File: src/rtl/frame_parser_stream_if.sv
// frame_parser_stream_if: FIFO read port plus header, data and status ready/valid channels
interface frame_parser_stream_if;
  logic [7:0] rx_fifo_data;
  logic rx_fifo_empty;
  logic rx_fifo_rd_en;
  logic hdr_valid;
  logic hdr_ready;
  logic [7:0] hdr_cmd;
  logic [31:0] hdr_addr;
  logic data_valid;
  logic data_ready;
  logic [7:0] data_byte;
  logic data_last;
  logic status_valid;
  logic status_ready;
  logic [7:0] status_code;
  logic parser_busy;
  modport master (
    input rx_fifo_data, rx_fifo_empty, hdr_ready, data_ready, status_ready,
    output rx_fifo_rd_en, hdr_valid, hdr_cmd, hdr_addr, data_valid, data_byte, data_last,
    output status_valid, status_code, parser_busy
  );
  modport slave (
    output rx_fifo_data, rx_fifo_empty, hdr_ready, data_ready, status_ready,
    input rx_fifo_rd_en, hdr_valid, hdr_cmd, hdr_addr, data_valid, data_byte, data_last,
    input status_valid, status_code, parser_busy
  );
endinterface

File: src/rtl/frame_parser_stream.sv
// frame_parser_stream: streaming host-frame parser with inline CRC-8 and header/data/status channels
module frame_parser_stream #(
  parameter int unsigned CLK_FREQ_HZ = 125_000_000,
  parameter int unsigned BAUD_RATE = 115_200,
  parameter int unsigned TIMEOUT_BYTE_TIMES = 10,
  parameter int unsigned ADDR_BYTES = 4,
  parameter int unsigned MAX_BEATS = 16,
  parameter logic [7:0] SOF = 8'hA5,
  parameter logic [7:0] CRC_POLY = 8'h07
) (
  input logic clk,
  input logic rst,
  frame_parser_stream_if.master bus
);
  localparam int unsigned TIMEOUT_CLOCKS = CLK_FREQ_HZ / (BAUD_RATE / 10) * TIMEOUT_BYTE_TIMES;
  localparam int unsigned TW = $clog2(TIMEOUT_CLOCKS + 1);
  typedef enum logic [2:0] {IDLE, CMD, ADDR, HDR, DATA, CRC, STATUS} state_t;
  state_t state_q, state_d;
  logic [7:0] cmd_q, cmd_d, crc_q, crc_d, code_q, code_d, din, crc_nx;
  logic [31:0] addr_q, addr_d;
  logic [1:0] idx_q, idx_d;
  logic [6:0] cnt_q, cnt_d, n_bytes;
  logic [TW-1:0] to_q, to_d;
  logic empty, pop, counting, to_hit, bad_size, bad_len, last;

  function automatic logic [7:0] crc8(input logic [7:0] c, input logic [7:0] b);
    logic [7:0] r;
    r = c ^ b;
    for (int i = 0; i < 8; i++) r = r[7] ? {r[6:0], 1'b0} ^ CRC_POLY : {r[6:0], 1'b0};
    return r;
  endfunction

  assign din = bus.rx_fifo_data;
  assign empty = bus.rx_fifo_empty;
  assign pop = bus.rx_fifo_rd_en;
  assign n_bytes = ({3'b0, cmd_q[3:0]} + 7'd1) << cmd_q[5:4];
  assign last = cnt_q + 7'd1 == n_bytes;
  assign bad_size = din[5:4] == 2'b11;
  assign bad_len = 32'(din[3:0]) >= MAX_BEATS;
  assign counting = empty && (state_q inside {CMD, ADDR, DATA, CRC});
  assign to_hit = counting && to_q == TW'(TIMEOUT_CLOCKS);
  assign crc_nx = crc8(crc_q, din);

  assign bus.rx_fifo_rd_en = !empty && (state_q inside {IDLE, CMD, ADDR, CRC} || (state_q == DATA && bus.data_ready));
  assign bus.data_valid = state_q == DATA && !empty;
  assign bus.data_byte = din;
  assign bus.data_last = state_q == DATA && !empty && last;
  assign bus.hdr_valid = state_q == HDR;
  assign bus.hdr_cmd = cmd_q;
  assign bus.hdr_addr = addr_q;
  assign bus.status_valid = state_q == STATUS;
  assign bus.status_code = code_q;
  assign bus.parser_busy = state_q != IDLE;

  // Next-state: one byte consumed per cycle, timeout overrides any waiting byte state
  always_comb begin
    state_d = state_q;
    cmd_d = cmd_q;
    addr_d = addr_q;
    crc_d = crc_q;
    code_d = code_q;
    idx_d = idx_q;
    cnt_d = cnt_q;
    to_d = (counting && !to_hit) ? to_q + 1'b1 : '0;
    if (to_hit) begin
      state_d = STATUS;
      code_d = 8'h04;
    end else begin
      case (state_q)
        IDLE: if (pop && din == SOF) begin
          state_d = CMD;
          crc_d = '0;
        end
        CMD: if (pop) begin
          cmd_d = din;
          crc_d = crc_nx;
          addr_d = '0;
          idx_d = '0;
          state_d = (bad_size || bad_len) ? STATUS : ADDR;
          code_d = bad_size ? 8'h02 : 8'h07;
        end
        ADDR: if (pop) begin
          addr_d[{idx_q, 3'b000} +: 8] = din;
          crc_d = crc_nx;
          idx_d = idx_q + 2'd1;
          state_d = 32'(idx_q) == ADDR_BYTES - 1 ? HDR : ADDR;
        end
        HDR: begin
          cnt_d = '0;
          state_d = bus.hdr_ready ? (cmd_q[7] ? CRC : DATA) : HDR;
        end
        DATA: if (pop) begin
          crc_d = crc_nx;
          cnt_d = cnt_q + 7'd1;
          state_d = last ? CRC : DATA;
        end
        CRC: if (pop) begin
          code_d = din == crc_q ? 8'h00 : 8'h01;
          state_d = STATUS;
        end
        STATUS: state_d = bus.status_ready ? IDLE : STATUS;
        default: state_d = IDLE;
      endcase
    end
  end

  // State and frame registers, all cleared by reset so an aborted frame leaves no trace
  always_ff @(posedge clk) begin
    if (rst) begin
      state_q <= IDLE;
      cmd_q <= '0;
      addr_q <= '0;
      crc_q <= '0;
      code_q <= '0;
      idx_q <= '0;
      cnt_q <= '0;
      to_q <= '0;
    end else begin
      state_q <= state_d;
      cmd_q <= cmd_d;
      addr_q <= addr_d;
      crc_q <= crc_d;
      code_q <= code_d;
      idx_q <= idx_d;
      cnt_q <= cnt_d;
      to_q <= to_d;
    end
  end
endmodule
File: src/flat_wrapper.sv
// flat-port wrapper written by rule: the top's interface ports become plain ports
module frame_parser_stream_flat 
#(
  parameter int unsigned CLK_FREQ_HZ = 125_000_000,
  parameter int unsigned BAUD_RATE = 115_200,
  parameter int unsigned TIMEOUT_BYTE_TIMES = 10,
  parameter int unsigned ADDR_BYTES = 4,
  parameter int unsigned MAX_BEATS = 16,
  parameter logic [7:0] SOF = 8'hA5,
  parameter logic [7:0] CRC_POLY = 8'h07
)
  (clk, rst, bus_rx_fifo_data, bus_rx_fifo_empty, bus_hdr_ready, bus_data_ready, bus_status_ready, bus_rx_fifo_rd_en, bus_hdr_valid, bus_hdr_cmd, bus_hdr_addr, bus_data_valid, bus_data_byte, bus_data_last, bus_status_valid, bus_status_code, bus_parser_busy);
  frame_parser_stream_if bus_i ();
  input logic clk;
  input logic rst;
  input wire logic [$bits(bus_i.rx_fifo_data)-1:0] bus_rx_fifo_data;
  input wire logic [$bits(bus_i.rx_fifo_empty)-1:0] bus_rx_fifo_empty;
  input wire logic [$bits(bus_i.hdr_ready)-1:0] bus_hdr_ready;
  input wire logic [$bits(bus_i.data_ready)-1:0] bus_data_ready;
  input wire logic [$bits(bus_i.status_ready)-1:0] bus_status_ready;
  output wire logic [$bits(bus_i.rx_fifo_rd_en)-1:0] bus_rx_fifo_rd_en;
  output wire logic [$bits(bus_i.hdr_valid)-1:0] bus_hdr_valid;
  output wire logic [$bits(bus_i.hdr_cmd)-1:0] bus_hdr_cmd;
  output wire logic [$bits(bus_i.hdr_addr)-1:0] bus_hdr_addr;
  output wire logic [$bits(bus_i.data_valid)-1:0] bus_data_valid;
  output wire logic [$bits(bus_i.data_byte)-1:0] bus_data_byte;
  output wire logic [$bits(bus_i.data_last)-1:0] bus_data_last;
  output wire logic [$bits(bus_i.status_valid)-1:0] bus_status_valid;
  output wire logic [$bits(bus_i.status_code)-1:0] bus_status_code;
  output wire logic [$bits(bus_i.parser_busy)-1:0] bus_parser_busy;
  assign bus_i.rx_fifo_data = bus_rx_fifo_data;
  assign bus_i.rx_fifo_empty = bus_rx_fifo_empty;
  assign bus_i.hdr_ready = bus_hdr_ready;
  assign bus_i.data_ready = bus_data_ready;
  assign bus_i.status_ready = bus_status_ready;
  assign bus_rx_fifo_rd_en = bus_i.rx_fifo_rd_en;
  assign bus_hdr_valid = bus_i.hdr_valid;
  assign bus_hdr_cmd = bus_i.hdr_cmd;
  assign bus_hdr_addr = bus_i.hdr_addr;
  assign bus_data_valid = bus_i.data_valid;
  assign bus_data_byte = bus_i.data_byte;
  assign bus_data_last = bus_i.data_last;
  assign bus_status_valid = bus_i.status_valid;
  assign bus_status_code = bus_i.status_code;
  assign bus_parser_busy = bus_i.parser_busy;
  frame_parser_stream #(.CLK_FREQ_HZ(CLK_FREQ_HZ), .BAUD_RATE(BAUD_RATE), .TIMEOUT_BYTE_TIMES(TIMEOUT_BYTE_TIMES), .ADDR_BYTES(ADDR_BYTES), .MAX_BEATS(MAX_BEATS), .SOF(SOF), .CRC_POLY(CRC_POLY)) u_core (.clk(clk), .rst(rst), .bus(bus_i));
endmodule
File: config.mk
export PLATFORM = sky130hd
export DESIGN_NAME = frame_parser_stream_flat
export DESIGN_NICKNAME = d
export VERILOG_FILES = /design/src/rtl/frame_parser_stream_if.sv /design/src/rtl/frame_parser_stream.sv /design/src/flat_wrapper.sv
export SDC_FILE = /design/constraint.sdc
export NUM_CORES = 1
export LEC_CHECK = 0
export BUFFER_PORTS_ARGS = -buffer_cell sky130_fd_sc_hd__buf_2
export CAP_MARGIN = 20
export CORE_MARGIN = 2
export CORE_UTILIZATION = 45
export DETAILED_ROUTE_END_ITERATION = 12
export PLACE_DENSITY = 0.63
export SETUP_SLACK_MARGIN = 0.5
export SYNTH_ARGS = -nofsm -noshare
export SYNTH_HDL_FRONTEND = slang
export SYNTH_SLANG_ARGS = --single-unit
File: constraint.sdc
create_clock -name clk -period 2.8 [get_ports clk]
set_input_delay 0.42 -clock clk [delete_from_list [all_inputs] [get_ports clk]]
set_output_delay 0.42 -clock clk [all_outputs]
set_load 0.005 [all_outputs]
## After elaboration in Yosys (flattened, before gate mapping)

Cells that the tools add are included.

| operators by class | value |
|---|---|
| add/sub/neg operators | 5 |
| shift-type cells | 3 |
| equality and inequality tests | 23 |
| bitwise logic cells | 11 |
| multiplexer cells | 39 |
| reductions and logical operators | 31 |

Operators by type and width:

| operator | number |
|---|---|
| $mux 32 | 2 |
| $pmux 32 s2 | 1 |
| $mux 3 | 19 |
| $bwmux 32 | 1 |
| $mux 8 | 4 |
| $pmux 8 s2 | 2 |
| $shift 8x7->32 const A | 1 |
| $shiftx 8x7->32 | 1 |
| $not 3->3 | 8 |
| $pmux 3 s7 | 1 |
| $add 17x1->17 const B | 1 |
| $eq 17x17->1 const B | 1 |
| $pmux 7 s2 | 1 |
| $ne 3x1->1 const B | 4 |
| $reduce_and 3->1 | 4 |
| $ne 2x1->1 const B | 5 |
| $reduce_and 5->1 | 2 |
| $eq 3x3->1 const B | 3 |
| $eq 8x8->1 | 1 |
| $eq 8x8->1 const B | 1 |
| $logic_and 1x1->1 | 8 |
| $reduce_and 4->1 | 2 |
| $reduce_bool 2->1 | 4 |
| $reduce_bool 4->1 | 2 |
| other kinds (23) | 33 |

| word-level totals | value |
|---|---|
| bits of input ports | 14 |
| word-level logic and storage cells | 122 |
| output and inout bits | 62 |
| register bits after elaboration | 85 |

## Logic depth before layout (Yosys ltp)

Gate-level depths: netlist of run 1.

| depth | value |
|---|---|
| depth after elaboration | 19 |
| mapped depth | 10 |
| depth with buffers taken out | 9 |

## Worst setup path before layout of run 1

Ideal clock, no wire load.

| timing path | value |
|---|---|
| path type | reg2out |
| from | register u_core.cmd_q[1] (netlist: u_core.bus.hdr_cmd[1]) |
| to | output port bus_data_last |
| required time | 2380 ps |
| stages on the path, launching flop included | 8 |
| arrival time | 1632 ps |
| path slack | 748 ps |
| buffers on the path | 0 |
| cells stage by stage | dfxtp_1 ha_1 and3b_1 o21ai_1 a21oi_1 o41ai_1 nand2_1 nor3_1 |

| between the ends | value |
|---|---|
| cells in the longest elaborated chain, start to end | 4 |

RTL lines:

| what | RTL line | RTL |
|---|---|---|
| start: declaration | frame_parser_stream.sv:19 | `logic [7:0] cmd_q, cmd_d, crc_q, crc_d, code_q, code_d, din, crc_nx;` |
| start signal: assignment | frame_parser_stream.sv:120 | `cmd_q <= cmd_d;` |
| $add 4x1->5 | frame_parser_stream.sv:36 | `assign n_bytes = ({3'b0, cmd_q[3:0]} + 7'd1) << cmd_q[5:4];` |
| $shl 7x2->7 | frame_parser_stream.sv:36 |  |
| $eq 7x7->1 | frame_parser_stream.sv:37 | `assign last = cnt_q + 7'd1 == n_bytes;` |
| $logic_and 1x1->1 | frame_parser_stream.sv:47 | `assign bus.data_last = state_q == DATA && !empty && last;` |
| end: declaration | flat_wrapper.sv:27 | `output wire logic [$bits(bus_i.data_last)-1:0] bus_data_last;` |

No other way between the ends.

## Worst setup path after layout of run 1

Ends and elaborated chain as after synthesis.

==> metrics.log, run 1 <==
INFO  metric run_status = finished clean
INFO  metric initial_utilization = 46.2%
INFO  metric worst_r2r_path_depth = 8
INFO  metric hpwlAfterDp = 7460 µm
INFO  metric final.period_utilization = 89.5%
INFO  metric timing.slew.headroom = 57.8%
INFO  metric cts.hold.buffers_added = 0
INFO  metric via_count_of_the_first_global_routing_pass = 3647
INFO  metric fin_util = 54.3%
INFO  metric synth.cell_area = 0.00427 mm²
INFO  metric instances_no_fill = 718
INFO  metric global_route.usage.total = 21.7%
INFO  metric required = 2380 ps
INFO  metric setup_crit_start = u_core.bus.hdr_cmd[1]
INFO  metric hold_path_class = in -> reg
INFO  metric power.density = 449 mW/mm²
INFO  metric r2r_slack = 570 ps
INFO  metric synth_top_family_by_area = simple AND/OR/NAND/NOR gates
INFO  metric crit_chain = ha_4 -> buf_4 -> xor2_2 -> mux2i_1 -> a22oi_1 -> xnor2_1 -> nand3_1 -> nor3_2 -> buf_2
INFO  metric die_h = 101 µm
INFO  metric drt_iter0_drc = 238
INFO  metric core.rowCount = 35
INFO  metric synth_mux_area_share = 1.20%
INFO  metric synth_adder_area_share = 3.23%
INFO  metric cap_violations = 0
INFO  metric fp.dieArea = 0.0103 mm²
INFO  metric rsz_0062_raised_after_global_routing = yes
INFO  metric final-hold-violation-count = 0
INFO  metric die_x = 101 µm
INFO  metric layout_cell_share_with_drive_strength_beyond_1 = 24.7%
INFO  metric layout.cells.most_common = sky130_fd_sc_hd__nor2_1
INFO  metric vias_cell = 5.45
INFO  metric reg2reg_from = u_core.bus.hdr_cmd[1]
INFO  metric synth-edff-count = 0
INFO  metric placed_cells = 689
INFO  metric cp-end-kind = output port
INFO  metric synth_area_per_cell = 8.13 µm²
INFO  metric fp.coreArea = 0.00924 mm²
INFO  metric seq_area_frac_synth = 37.5%
INFO  metric antenna_nets_post_route = 0
INFO  metric setup_total_negative_slack = 0 ps
INFO  metric clk_pin_slew_worst_paths = 80 ps
INFO  metric crit_path_max_incr_delay = 370 ps
INFO  metric finalWorstPathRequiredPeriod = 2510 ps
INFO  metric clock_tree.htree_level_count = 3
INFO  metric synthesis.instances = 525
INFO  metric worst_setup_path_start_kind = register
INFO  metric drt_pass1_iterations = 5
INFO  metric ir_drop = 0.346 mV
INFO  metric yosys.area_share.xor_xnor = 9.21%
INFO  metric ys.flop_type = sky130_fd_sc_hd__dfxtp_1
INFO  metric most-common-layout-cells = sky130_fd_sc_hd__nor2_1, sky130_fd_sc_hd__buf_2, sky130_fd_sc_hd__dfxtp_1, sky130_fd_sc_hd__nand2_1, sky130_fd_sc_hd__a22oi_1
INFO  metric wire_per_inst = 15.2 µm
INFO  metric detail_route.drc_violations = 0
INFO  metric finalSetupViolations = 0
INFO  metric critical-path-slowest-cell = sky130_fd_sc_hd__dfxtp_4
INFO  metric total_gr_overflow = 0
INFO  metric finalMaxSlewViolations = 0
INFO  metric nets = 608
INFO  metric timing.clock.skew = 13.2 ps
INFO  metric postSynth.asyncResetShare = 0%
INFO  metric gp_congestion = 0.857
INFO  metric fmax = 399 MHz
INFO  metric worstSkewPairLatency = 350 ps
INFO  metric antenna_found_initial = 1
INFO  metric worst-setup-path-type = reg -> out
INFO  metric cts.root.buffer_cell = sky130_fd_sc_hd__clkbuf_8
INFO  metric worst_pin_slew = 626 ps
INFO  metric critical_path.max_fanout = 6
INFO  metric post_synth_num_cell_types = 58
INFO  metric buffer_ports.inserted = 70
INFO  metric clock-sinks = 80
INFO  metric yosys_register_bits = 80
INFO  metric synth-compound-area-share = 17.6%
INFO  metric worstPathArrival = 2090 ps
INFO  metric tritoncts.num_buffers = 9
INFO  metric via_count = 3916
INFO  metric ys.warnings.count = 0
INFO  metric cts_tree = done
INFO  metric grt_max_degree = 44
INFO  metric wire_length_of_the_first_global_routing_pass = 17800 µm
INFO  metric cts-root-to-sink-buffers = 2
INFO  metric timing.rr.end = u_core.state_q[0]
INFO  metric simple_gate_fraction_of_synth_area = 23.7%
INFO  metric crit_path_end = bus_data_last
INFO  metric design.portCount = 76
INFO  metric p_leak = 1.95 nW
INFO  metric wl = 10900 µm
INFO  metric layout-area-overhead-vs-synth = 17.5%
[cells by family after synthesis]
family	after synthesis
and+or+nand+nor	207
AOI/OAI and AO/OA	113
DFF	80
buffers and inverters	64
xor gates and xnor gates	44
adders and majority gates	11
muxes	5
other	1
[Yosys cell counts, types with 2 or more instances]
cell,n,share of area (%)
sky130_fd_sc_hd__a21oi_1,30,3.5
sky130_fd_sc_hd__a41oi_1,2,0.41
sky130_fd_sc_hd__o21ai_0,14,1.6
sky130_fd_sc_hd__a211oi_1,4,0.70
sky130_fd_sc_hd__buf_2,4,0.47
sky130_fd_sc_hd__ha_1,11,3.2
sky130_fd_sc_hd__nor4_2,2,0.59
sky130_fd_sc_hd__nand2_1,42,3.7
sky130_fd_sc_hd__mux2i_1,4,0.94
sky130_fd_sc_hd__and4b_1,2,0.47
sky130_fd_sc_hd__nand3b_1,4,0.70
sky130_fd_sc_hd__and3_1,3,0.44
sky130_fd_sc_hd__xnor2_1,26,5.3
sky130_fd_sc_hd__buf_4,15,2.6
sky130_fd_sc_hd__nor4_1,3,0.44
sky130_fd_sc_hd__or3_1,3,0.44
sky130_fd_sc_hd__clkbuf_1,24,2.1
sky130_fd_sc_hd__inv_1,17,1.5
sky130_fd_sc_hd__a22oi_1,40,7.0
sky130_fd_sc_hd__or2_2,3,0.44
sky130_fd_sc_hd__nor4bb_1,2,0.47
sky130_fd_sc_hd__and2_1,4,0.59
sky130_fd_sc_hd__nor2b_1,2,0.29
sky130_fd_sc_hd__and3b_1,2,0.41
sky130_fd_sc_hd__a21o_1,6,1.1
sky130_fd_sc_hd__nand3_1,18,2.1
sky130_fd_sc_hd__dfxtp_1,80,38
sky130_fd_sc_hd__and4_1,2,0.41
sky130_fd_sc_hd__nor2_1,81,7.1
sky130_fd_sc_hd__nor3_1,14,1.6
sky130_fd_sc_hd__a31oi_1,6,0.88
sky130_fd_sc_hd__nand4_1,6,0.88
sky130_fd_sc_hd__nand2b_1,7,1.0
sky130_fd_sc_hd__xor2_1,17,3.5
sky130_fd_sc_hd__buf_6,2,0.53
[state kept, by name (all words and copies together), names as in the netlist]
signal	cells
u_core.crc_q	8
u_core.idx_q	2
u_core.bus.status_code	3
u_core.bus.hdr_cmd	8
u_core.cnt_q	7
u_core.to_q	17
u_core.state_q	3
u_core.bus.hdr_addr	32
[worst max-delay path: cells and delay by family, from the launching register on]
family | cells | cell delay, ps
adders and majority gates | 1 | 180
muxes | 1 | 90
AOI/OAI and AO/OA | 1 | 230
and+or+nand+nor | 2 | 280
xor gates and xnor gates | 2 | 330
buffers and inverters | 2 | 260
DFF | 1 | 370
[layer usage]
layer | vias to the layer above | routed length, µm | track usage [%]
li1 | 1932 | - | -
met1 | 1836 | 4710 | 27.1
met2 | 123 | 5360 | 36.1
met3 | 25 | 528 | 4.21
met4 | 0 | 328 | 9.67
met5 | - | 0 | 0
[layout make-up]
type	count	area, µm²
Timing Repair Buffer	90	517
Tap cell	129	161
Antenna cell	1	2.50
Clock buffer	9	124
Sequential cell	80	1630
Inverter	17	63.8
Fill cell	921	4230
Multi-Input combinational cell	385	2470
Clock inverter	7	53.8
[power by group]
| group | switching, mW | total (mW) | internal, mW |
|---|---|---|---|
| registers | 0.0159 | 1.17 | 1.15 |
| logic | 0.189 | 0.311 | 0.122 |
| clock network | 0.448 | 0.776 | 0.328 |
| total | 0.653 | 2.25 | 1.60 |
[through the flow]
stage / instance area [µm²] / total power [mW] / setup slack, ps / hold WS, ps
after floorplan: 4280 / 1.44 / 748 / 441
after global placement: 4600 / 1.49 / 445 / 464
after detailed placement: 4600 / 1.50 / 380 / 471
after CTS: 4920 / 2.28 / 370 / 420
after global routing: 5010 / 2.36 / 172 / 424
final: 5010 / 2.25 / 293 / 437
[what timing repair did]
item                       in CTS  in global routing
gates resized for setup        31                  6
buffers inserted                6                  6
pin swaps                      13                  8
setup endpoints to repair       1                  2
[worst min path at each step]
stage                               start               endpoint  cells past startpoint
global placement           u_core.to_q[0]         u_core.to_q[0]                      1
finish                bus_rx_fifo_data[7]  u_core.bus.hdr_cmd[7]                      3
detailed placement  u_core.bus.hdr_cmd[6]  u_core.bus.hdr_cmd[6]                      2
CTS                   bus_rx_fifo_data[7]  u_core.bus.hdr_cmd[7]                      3
global route          bus_rx_fifo_data[7]  u_core.bus.hdr_cmd[7]                      3
floorplan                  u_core.to_q[0]         u_core.to_q[0]                      1
Power figures use the tool's default switching activity.
==> run 2, diff against run 1 <==
--- a/config.mk
+++ b/config.mk
@@ -8,9 +8,9 @@
 export BUFFER_PORTS_ARGS = -buffer_cell sky130_fd_sc_hd__buf_2
 export CAP_MARGIN = 20
 export CORE_MARGIN = 2
-export CORE_UTILIZATION = 45
+export CORE_UTILIZATION = 30
 export DETAILED_ROUTE_END_ITERATION = 12
-export PLACE_DENSITY = 0.63
+export PLACE_DENSITY = 0.44
 export SETUP_SLACK_MARGIN = 0.5
 export SYNTH_ARGS = -nofsm -noshare
 export SYNTH_HDL_FRONTEND = slang
==> constraint.sdc (replaced) <==
create_clock -name clk -period 2.8 [get_ports clk]
set_input_delay 0.14 -clock clk [delete_from_list [all_inputs] [get_ports clk]]
set_output_delay 0.14 -clock clk [all_outputs]
set_load 0.005 [all_outputs]
==> run 2 against run 1 <==
Effect of this change: critical endpoint unchanged; largest cell class unchanged; critical path depth decreased by 2; power increased by 22%; design area increased by 2.1%; flip-flop and latch count unchanged; sequential share of layout area decreased by 0.65 points; via count decreased by 2.1%; worst hold slack got worse by 280 ps.
==> metrics.log, run 2 (same netlist as run 1, synthesis figures left out) <==
INFO  metric largest_reg_flops = 32 (unchanged)
INFO  metric via_count_of_the_first_global_routing_pass = 3572 (was 3647)
INFO  metric hold_path_class = in -> reg (unchanged)
INFO  metric nets = 600 (was 608)
INFO  metric timing.hold.ws = 154 ps (was 437 ps)
INFO  metric timing.slew.headroom = 62.8% (was 57.8%)
INFO  metric layout-area-overhead-vs-synth = 20.0% (was 17.5%)
INFO  metric tritoncts.num_buffers = 9 (unchanged)
INFO  metric gate_family_responsible_for_the_most_delay_along_the_worst_path = simple AND/OR/NAND/NOR gates (was flip-flops)
INFO  metric crit_path_max_incr_delay = 450 ps (was 370 ps)
INFO  metric detail_route.drc_violations = 0 (unchanged)
INFO  metric cts.root.buffer_cell = sky130_fd_sc_hd__clkbuf_16 (was sky130_fd_sc_hd__clkbuf_8)
INFO  metric placed_cells = 740 (was 689)
INFO  metric ir_drop = 0.347 mV (was 0.346 mV)
INFO  metric met3WireLength = 601 µm (was 528 µm)
INFO  metric die_x = 123 µm (was 101 µm)
INFO  metric worst_pin_slew = 552 ps (was 626 ps)
INFO  metric antenna_found_initial = 0 (was 1)
INFO  metric clk_pin_slew_worst_paths = 60 ps (was 80 ps)
INFO  metric required = 2660 ps (was 2380 ps)
INFO  metric total_gr_overflow = 0 (unchanged)
INFO  metric clock-sinks = 80 (unchanged)
INFO  metric design.portCount = 76 (unchanged)
INFO  metric worstSkewPairLatency = 350 ps (about the same)
INFO  metric timing.clock.skew = 7.99 ps (was 13.2 ps)
INFO  metric worst_setup_path_start_kind = register (unchanged)
INFO  metric core.rowCount = 43 (was 35)
INFO  metric fp.coreArea = 0.0139 mm² (was 0.00924 mm²)
INFO  metric met2_length = 5560 µm (was 5360 µm)
INFO  metric finalSetupViolations = 0 (unchanged)
INFO  metric wire_length_of_the_first_global_routing_pass = 18700 µm (was 17800 µm)
INFO  metric wl = 11900 µm (was 10900 µm)
INFO  metric via_count = 3833 (was 3916)
INFO  metric cap_violations = 0 (unchanged)
INFO  metric critical_path.n_buffers_inverters = 1 (was 2)
INFO  metric fmax = 451 MHz (was 399 MHz)
INFO  metric critical-path-slowest-cell = sky130_fd_sc_hd__or3b_4 (was sky130_fd_sc_hd__dfxtp_4)
INFO  metric drt_pass1_iterations = 5 (unchanged)
INFO  metric die_h = 123 µm (was 101 µm)
INFO  metric initial_utilization = 30.7% (was 46.2%)
INFO  metric rsz_0062_raised_after_global_routing = yes (unchanged)
INFO  metric wire_per_inst = 15.6 µm (was 15.2 µm)
INFO  metric finalMaxSlewViolations = 0 (unchanged)
INFO  metric run_status = finished clean (unchanged)
INFO  metric vias_cell = 5.04 (was 5.45)
INFO  metric fin_util = 36.9% (was 54.3%)
INFO  metric layout_cell_share_with_drive_strength_beyond_1 = 22.9% (was 24.7%)
INFO  metric timing.critical_path.mode_cell = sky130_fd_sc_hd__nor3_2
INFO  metric gp_congestion = 0.788 (was 0.857)
INFO  metric antenna_nets_post_route = 0 (unchanged)
INFO  metric drt_iter0_drc = 216 (was 238)
INFO  metric instances_no_fill = 760 (was 718)
INFO  metric power.density = 538 mW/mm² (was 449 mW/mm²)
INFO  metric insertedDiodeCount = 0 (was 1)
INFO  metric cts-root-to-sink-buffers = 2 (unchanged)
INFO  metric layout.cells.most_common = sky130_fd_sc_hd__nor2_1 (unchanged)
INFO  metric buffer_ports.inserted = 70 (unchanged)
INFO  metric p_leak = 1.98 nW (was 1.95 nW)
INFO  metric finalWorstPathRequiredPeriod = 2220 ps (was 2510 ps)
INFO  metric fp.dieArea = 0.0152 mm² (was 0.0103 mm²)
INFO  metric cp-end-kind = output port (unchanged)
INFO  metric most-common-layout-cells = sky130_fd_sc_hd__nor2_1, sky130_fd_sc_hd__buf_2, sky130_fd_sc_hd__dfxtp_1, sky130_fd_sc_hd__nand2_1, sky130_fd_sc_hd__a22oi_1 (unchanged)
INFO  metric final-hold-violation-count = 0 (unchanged)
INFO  metric setup_total_negative_slack = 0 ps (unchanged)
INFO  metric critical_path.max_fanout = 18 (was 6)
INFO  metric cts_tree = done (unchanged)
INFO  metric grt_max_degree = 45 (was 44)
INFO  metric worst-setup-path-type = reg -> out (unchanged)
INFO  metric final.period_utilization = 79.2% (was 89.5%)
INFO  metric crit_chain = or3b_4 -> a31oi_1 -> nand3b_1 -> nor3_2 -> nand3_1 -> nor3_2 -> buf_2 (was ha_4 -> buf_4 -> xor2_2 -> mux2i_1 -> a22oi_1 -> xnor2_1 -> nand3_1 -> nor3_2 -> buf_2)
INFO  metric wl_met1 = 5480 µm (was 4710 µm)
INFO  metric global_route.usage.total = 16.2% (was 21.7%)
INFO  metric hpwlAfterDp = 8190 µm (was 7460 µm)
INFO  metric worstPathArrival = 2080 ps (was 2090 ps)
INFO  metric dr_top_layer = met4 (unchanged)
INFO  metric clock_tree.htree_level_count = 3 (unchanged)
-- run 2: changes by cell type in the layout (fill, tap and decap cells not counted), moves of 2 or more --
cell / delta
sky130_fd_sc_hd__dfxtp_2: -2
sky130_fd_sc_hd__clkinvlp_4: -3
sky130_fd_sc_hd__clkbuf_8: -9
sky130_fd_sc_hd__buf_4: -7
sky130_fd_sc_hd__bufinv_16: +2
sky130_fd_sc_hd__clkbuf_16: +9
-- run 2: worst reg2reg max path, stage by stage, from the launching register on --
cell and delay (ps):
sky130_fd_sc_hd__dfxtp_4 360, sky130_fd_sc_hd__ha_4 180, sky130_fd_sc_hd__and2_1 160, sky130_fd_sc_hd__o21ai_2 160
sky130_fd_sc_hd__a211oi_2 90, sky130_fd_sc_hd__o41ai_2 390, sky130_fd_sc_hd__buf_4 170, sky130_fd_sc_hd__a41oi_1 170
sky130_fd_sc_hd__a2111oi_2 320
-- run 2: timing repair --
action                                  in CTS  in global routing
hold buffers                                 0                  0
pin swaps                                    1                  6
buffers inserted                             0                  4
gates resized for setup                     11                 20
endpoints found under the setup margin       2                  6
-- run 2: routing by layer --
| metal | vias to the layer above | track usage [%] |
|---|---|---|
| met2 | 92 | 26.3 |
| met1 | 1818 | 20.0 |
| met3 | 15 | 4.47 |
| li1 | 1908 | - |
| met5 | - | 0 |
| met4 | 0 | 7.17 |
-- run 2: cell type report --
class,instances,area (µm²)
fill,1480,8760
multi-input combinational,385,2430
sequential,80,1630
timing repair buffer,82,453
clock buffer,10,229
tap,180,225
clock inverter,6,91.3
inverter,17,63.8
-- run 2: path summary, 6_finish.rpt --
check / from / end / slack (ps) / cells past startpoint
min: bus_hdr_ready / u_core.state_q[2] / 150 / 3
max reg2reg: u_core.bus.hdr_cmd[1] / u_core.state_q[0] / 680 / 8
min reg2reg: u_core.bus.hdr_cmd[6] / u_core.bus.hdr_cmd[6] / 480 / 2
max: u_core.state_q[0] / bus_data_last / 580 / 7
-- run 2: per-stage QoR --
step | area (µm²) | setup slack [ps] | total power, mW
floorplan | 4280 | 829 | 1.44
global placement | 4660 | 549 | 1.50
detailed placement | 4660 | 415 | 1.51
CTS | 5020 | 500 | 2.80
global route | 5120 | 461 | 2.88
finish | 5120 | 584 | 2.76
-- run 2: report_power, final --
part	switching, mW	leakage, nW	internal [mW]
Clock	0.487	0.157	0.785
Combinational	0.186	1.17	0.122
Sequential	0.0232	0.651	1.15
Total	0.696	1.98	2.06
==> run 3, diff against run 2 <==
--- a/config.mk
+++ b/config.mk
@@ -10,7 +10,7 @@
 export CORE_MARGIN = 2
 export CORE_UTILIZATION = 30
 export DETAILED_ROUTE_END_ITERATION = 12
-export PLACE_DENSITY = 0.44
+export PLACE_DENSITY = 0.46
 export SETUP_SLACK_MARGIN = 0.5
 export SYNTH_ARGS = -nofsm -noshare
 export SYNTH_HDL_FRONTEND = slang
==> constraint.sdc (replaced) <==
create_clock -name clk -period 1.9 [get_ports clk]
set_input_delay 0.095 -clock clk [delete_from_list [all_inputs] [get_ports clk]]
set_output_delay 0.095 -clock clk [all_outputs]
set_load 0.005 [all_outputs]
==> run 3 against run 2 <==
Effect of this change: the flow now finishes with violations (negative setup slack); flip-flop and latch count unchanged; clock-buffer cell count did not move; die area unchanged; largest power group unchanged; sequential power increased by 46%; worst hold slack got worse by 120 ps; routed wire length is 11% higher; global-route usage increased by 1.2 points; critical path depth up 1; worst setup slack worse by 840 ps; highest routed layer unchanged; register-to-register slack worse by 770 ps; non-clock buffer count grew 64; first-iteration DRC count rose by 15%.
==> metrics.log, run 3 (same netlist as run 1, synthesis figures left out) <==
INFO  metric run_status = finished, violations left (was finished clean)
INFO  metric violations = negative setup slack
INFO  metric vias_cell = 4.99 (was 5.04)
INFO  metric timing.clock.skew = 7.21 ps (was 7.99 ps)
INFO  metric finalSetupViolations = 2 (was 0)
INFO  metric power.density = 673 mW/mm² (was 538 mW/mm²)
INFO  metric cts.hold.buffers_added = 0 (unchanged)
INFO  metric timing.hold.ws = 36.7 ps (was 154 ps)
INFO  metric p_leak = 2.54 nW (was 1.98 nW)
INFO  metric cts-root-to-sink-buffers = 2 (unchanged)
INFO  metric rsz_0062_raised_after_global_routing = yes (unchanged)
INFO  metric wl = 13100 µm (was 11900 µm)
INFO  metric final-hold-violation-count = 0 (unchanged)
INFO  metric worst_setup_path_start_kind = register (unchanged)
INFO  metric via_count = 4113 (was 3833)
INFO  metric n_fill_cell = 1366 (was 1480)
INFO  metric total_gr_overflow = 0 (unchanged)
INFO  metric reg2reg_from = u_core.bus.hdr_cmd[0] (was u_core.bus.hdr_cmd[1])
INFO  metric design.portCount = 76 (unchanged)
INFO  metric wire_length_of_the_first_global_routing_pass = 20400 µm (was 18700 µm)
INFO  metric die_h = 123 µm (unchanged)
INFO  metric multi_input_area = 0.00306 mm² (was 0.00243 mm²)
INFO  metric core.rowCount = 43 (unchanged)
INFO  metric required = 1800 ps (was 2660 ps)
INFO  metric timing.slew.headroom = 65.2% (was 62.8%)
INFO  metric timing.rr.end = u_core.state_q[0] (unchanged)
INFO  metric fp.coreArea = 0.0139 mm² (unchanged)
INFO  metric fin_ws = -253 ps (was 584 ps)
INFO  metric worstSkewPairLatency = 350 ps (about the same)
INFO  metric insertedDiodeCount = 0 (unchanged)
INFO  metric ir_drop = 0.442 mV (was 0.347 mV)
INFO  metric hpwlAfterDp = 8590 µm (was 8190 µm)
INFO  metric storage_element_area = 0.00164 mm² (was 0.00163 mm²)
INFO  metric worstPathArrival = 2060 ps (was 2080 ps)
INFO  metric global_route.usage.total = 17.4% (was 16.2%)
INFO  metric crit_path_max_incr_delay = 360 ps (was 450 ps)
INFO  metric wire_per_inst = 16.0 µm (was 15.6 µm)
INFO  metric drt_iter0_drc = 248 (was 216)
INFO  metric layout_cell_share_with_drive_strength_beyond_1 = 45.5% (was 22.9%)
INFO  metric die_x = 123 µm (unchanged)
INFO  metric nets = 665 (was 600)
INFO  metric worst-setup-path-type = reg -> out (unchanged)
INFO  metric hold_path_class = in -> reg (unchanged)
INFO  metric fmax = 464 MHz
INFO  metric grt_max_degree = 43 (was 45)
INFO  metric largest_reg_flops = 32 (unchanged)
INFO  metric finalWorstPathRequiredPeriod = 2150 ps
INFO  metric cp-end-kind = output port (unchanged)
INFO  metric critical-path-slowest-cell = sky130_fd_sc_hd__dfxtp_4 (was sky130_fd_sc_hd__or3b_4)
INFO  metric r2r_slack = -90 ps (was 680 ps)
INFO  metric final.period_utilization = 113%
INFO  metric layout.cells.most_common = sky130_fd_sc_hd__buf_2 (was sky130_fd_sc_hd__nor2_1)
INFO  metric most-common-layout-cells = sky130_fd_sc_hd__buf_2, sky130_fd_sc_hd__dfxtp_1, sky130_fd_sc_hd__nor2_1, sky130_fd_sc_hd__buf_4, sky130_fd_sc_hd__nand2_1 (was sky130_fd_sc_hd__nor2_1, sky130_fd_sc_hd__buf_2, sky130_fd_sc_hd__dfxtp_1, sky130_fd_sc_hd__nand2_1, sky130_fd_sc_hd__a22oi_1)
INFO  metric antenna_nets_post_route = 0 (unchanged)
INFO  metric initial_utilization = 30.7% (unchanged)
INFO  metric cap_violations = 0 (unchanged)
INFO  metric fp.dieArea = 0.0152 mm² (unchanged)
INFO  metric buffer_ports.inserted = 70 (unchanged)
INFO  metric clock_tree.htree_level_count = 3 (unchanged)
INFO  metric cell_count_along_the_critical_path = 8 (was 7)
INFO  metric crit_chain = ha_4 -> and3b_1 -> o21ai_2 -> a22oi_2 -> xnor2_1 -> nand3_1 -> nor3_2 -> buf_2 (was or3b_4 -> a31oi_1 -> nand3b_1 -> nor3_2 -> nand3_1 -> nor3_2 -> buf_2)
INFO  metric tritoncts.num_buffers = 9 (unchanged)
INFO  metric clk_pin_slew_worst_paths = 70 ps (was 60 ps)
INFO  metric drt_pass1_iterations = 6 (was 5)
INFO  metric clock-sinks = 80 (unchanged)
INFO  metric crit_path_end = bus_data_last (unchanged)
INFO  metric gate_family_responsible_for_the_most_delay_along_the_worst_path = simple AND/OR/NAND/NOR gates (unchanged)
INFO  metric critical_path.max_fanout = 6 (was 18)
INFO  metric detail_route.drc_violations = 0 (unchanged)
INFO  metric finalMaxSlewViolations = 0 (unchanged)
INFO  metric via_count_of_the_first_global_routing_pass = 3978 (was 3572)
INFO  metric cts_tree = done (unchanged)
INFO  metric antenna_found_initial = 0 (unchanged)
INFO  metric gp_congestion = 0.777 (was 0.788)
INFO  metric worst_pin_slew = 519 ps (was 552 ps)
INFO  metric critical_path.n_buffers_inverters = 1 (unchanged)
INFO  metric cts.root.buffer_cell = sky130_fd_sc_hd__clkbuf_16 (unchanged)
INFO  metric setup_crit_start = u_core.bus.hdr_cmd[0] (was u_core.state_q[0])
INFO  metric layout-area-overhead-vs-synth = 49.9% (was 20.0%)
INFO  metric worst_r2r_path_depth = 8 (unchanged)
INFO  metric instances_no_fill = 824 (was 760)
INFO  metric placed_cells = 768 (was 740)
run 3: changes by cell type in the layout (fill, tap and decap cells not counted), moves of 8 or more:
| cell | previous run | this run |
|---|---|---|
| sky130_fd_sc_hd__dfxtp_1 | 70 | 62 |
| sky130_fd_sc_hd__buf_4 | 11 | 51 |
| sky130_fd_sc_hd__nor2_1 | 81 | 60 |
| sky130_fd_sc_hd__nor2_4 | 0 | 22 |
| sky130_fd_sc_hd__buf_6 | 0 | 21 |
run 3: cell type report:
type | count | share of cell area [%]
clock buffers | 10 | 3.74
clock inverters | 5 | 0.998
inverters | 17 | 0.998
multi-input cells | 386 | 47.8
flip-flops and latches | 80 | 25.7
well taps | 180 | 3.52
repair buffers | 146 | 17.3
run 3: routing by layer:
layer  vias up  track usage [%]  share of wire, %
met5         -                0                 0
met2        77             29.1                50
li1       2044                -                 -
met1      1977             22.0                45
met4         0             5.54               1.7
met3        15             4.20               3.3
run 3: what timing repair did:
action	in CTS	in global routing
setup endpoints to repair	86	86
resized for setup	116	53
setup buffers	29	8
pin swaps	42	17
cloned	4	0
run 3: worst reg2reg max path: stages, from the launching register on:
cell                        delay, ps
sky130_fd_sc_hd__dfxtp_4          370
sky130_fd_sc_hd__buf_6            120
sky130_fd_sc_hd__and4b_1          240
sky130_fd_sc_hd__o221ai_1         130
sky130_fd_sc_hd__and4_1           240
sky130_fd_sc_hd__buf_4            140
sky130_fd_sc_hd__nor4b_2          240
sky130_fd_sc_hd__a41oi_1          180
sky130_fd_sc_hd__a2111oi_2        220
run 3: how the worst min path moves through the flow:
| stage | startpoint | endpoint | slack, ps | cells past startpoint |
|---|---|---|---|---|
| 2_1_floorplan | bus_rx_fifo_data[0] | bus_data_byte[0] | 270 | 1 |
| 3_5_place_dp | bus_rx_fifo_data[0] | u_core.bus.hdr_cmd[0] | 420 | 3 |
| 6_report | bus_rx_fifo_data[0] | u_core.bus.hdr_cmd[0] | 40 | 3 |
| 5_1_grt | bus_rx_fifo_data[0] | u_core.bus.hdr_cmd[0] | 60 | 3 |
| 3_3_place_gp | bus_rx_fifo_data[7] | u_core.bus.hdr_cmd[7] | 420 | 3 |
| 4_1_cts | bus_rx_fifo_data[0] | u_core.bus.hdr_cmd[0] | 40 | 3 |
run 3: where the power goes:
group | switching [mW] | total [mW] | leakage, nW | internal [mW]
Sequential | 0.0300 | 1.72 | 0.656 | 1.69
Clock | 0.735 | 1.79 | 0.146 | 1.06
Combinational | 0.412 | 0.788 | 1.74 | 0.376
Total | 1.18 | 4.31 | 2.54 | 3.13
run 3: per-stage QoR:
stage               cell area, µm²  TNS (ps)  utilization (%)  power (mW)  setup WS, ps
finish                        6400      -344             46.1        4.31          -253
global route                  6400     -1600             46.1        4.47          -373
CTS                           6090      -264             43.9        4.31          -217
detailed placement            5050         0             36.4        2.30          6.66
global placement              5050         0             36.4        2.29          18.5
floorplan                     4470         0                -        2.15           108
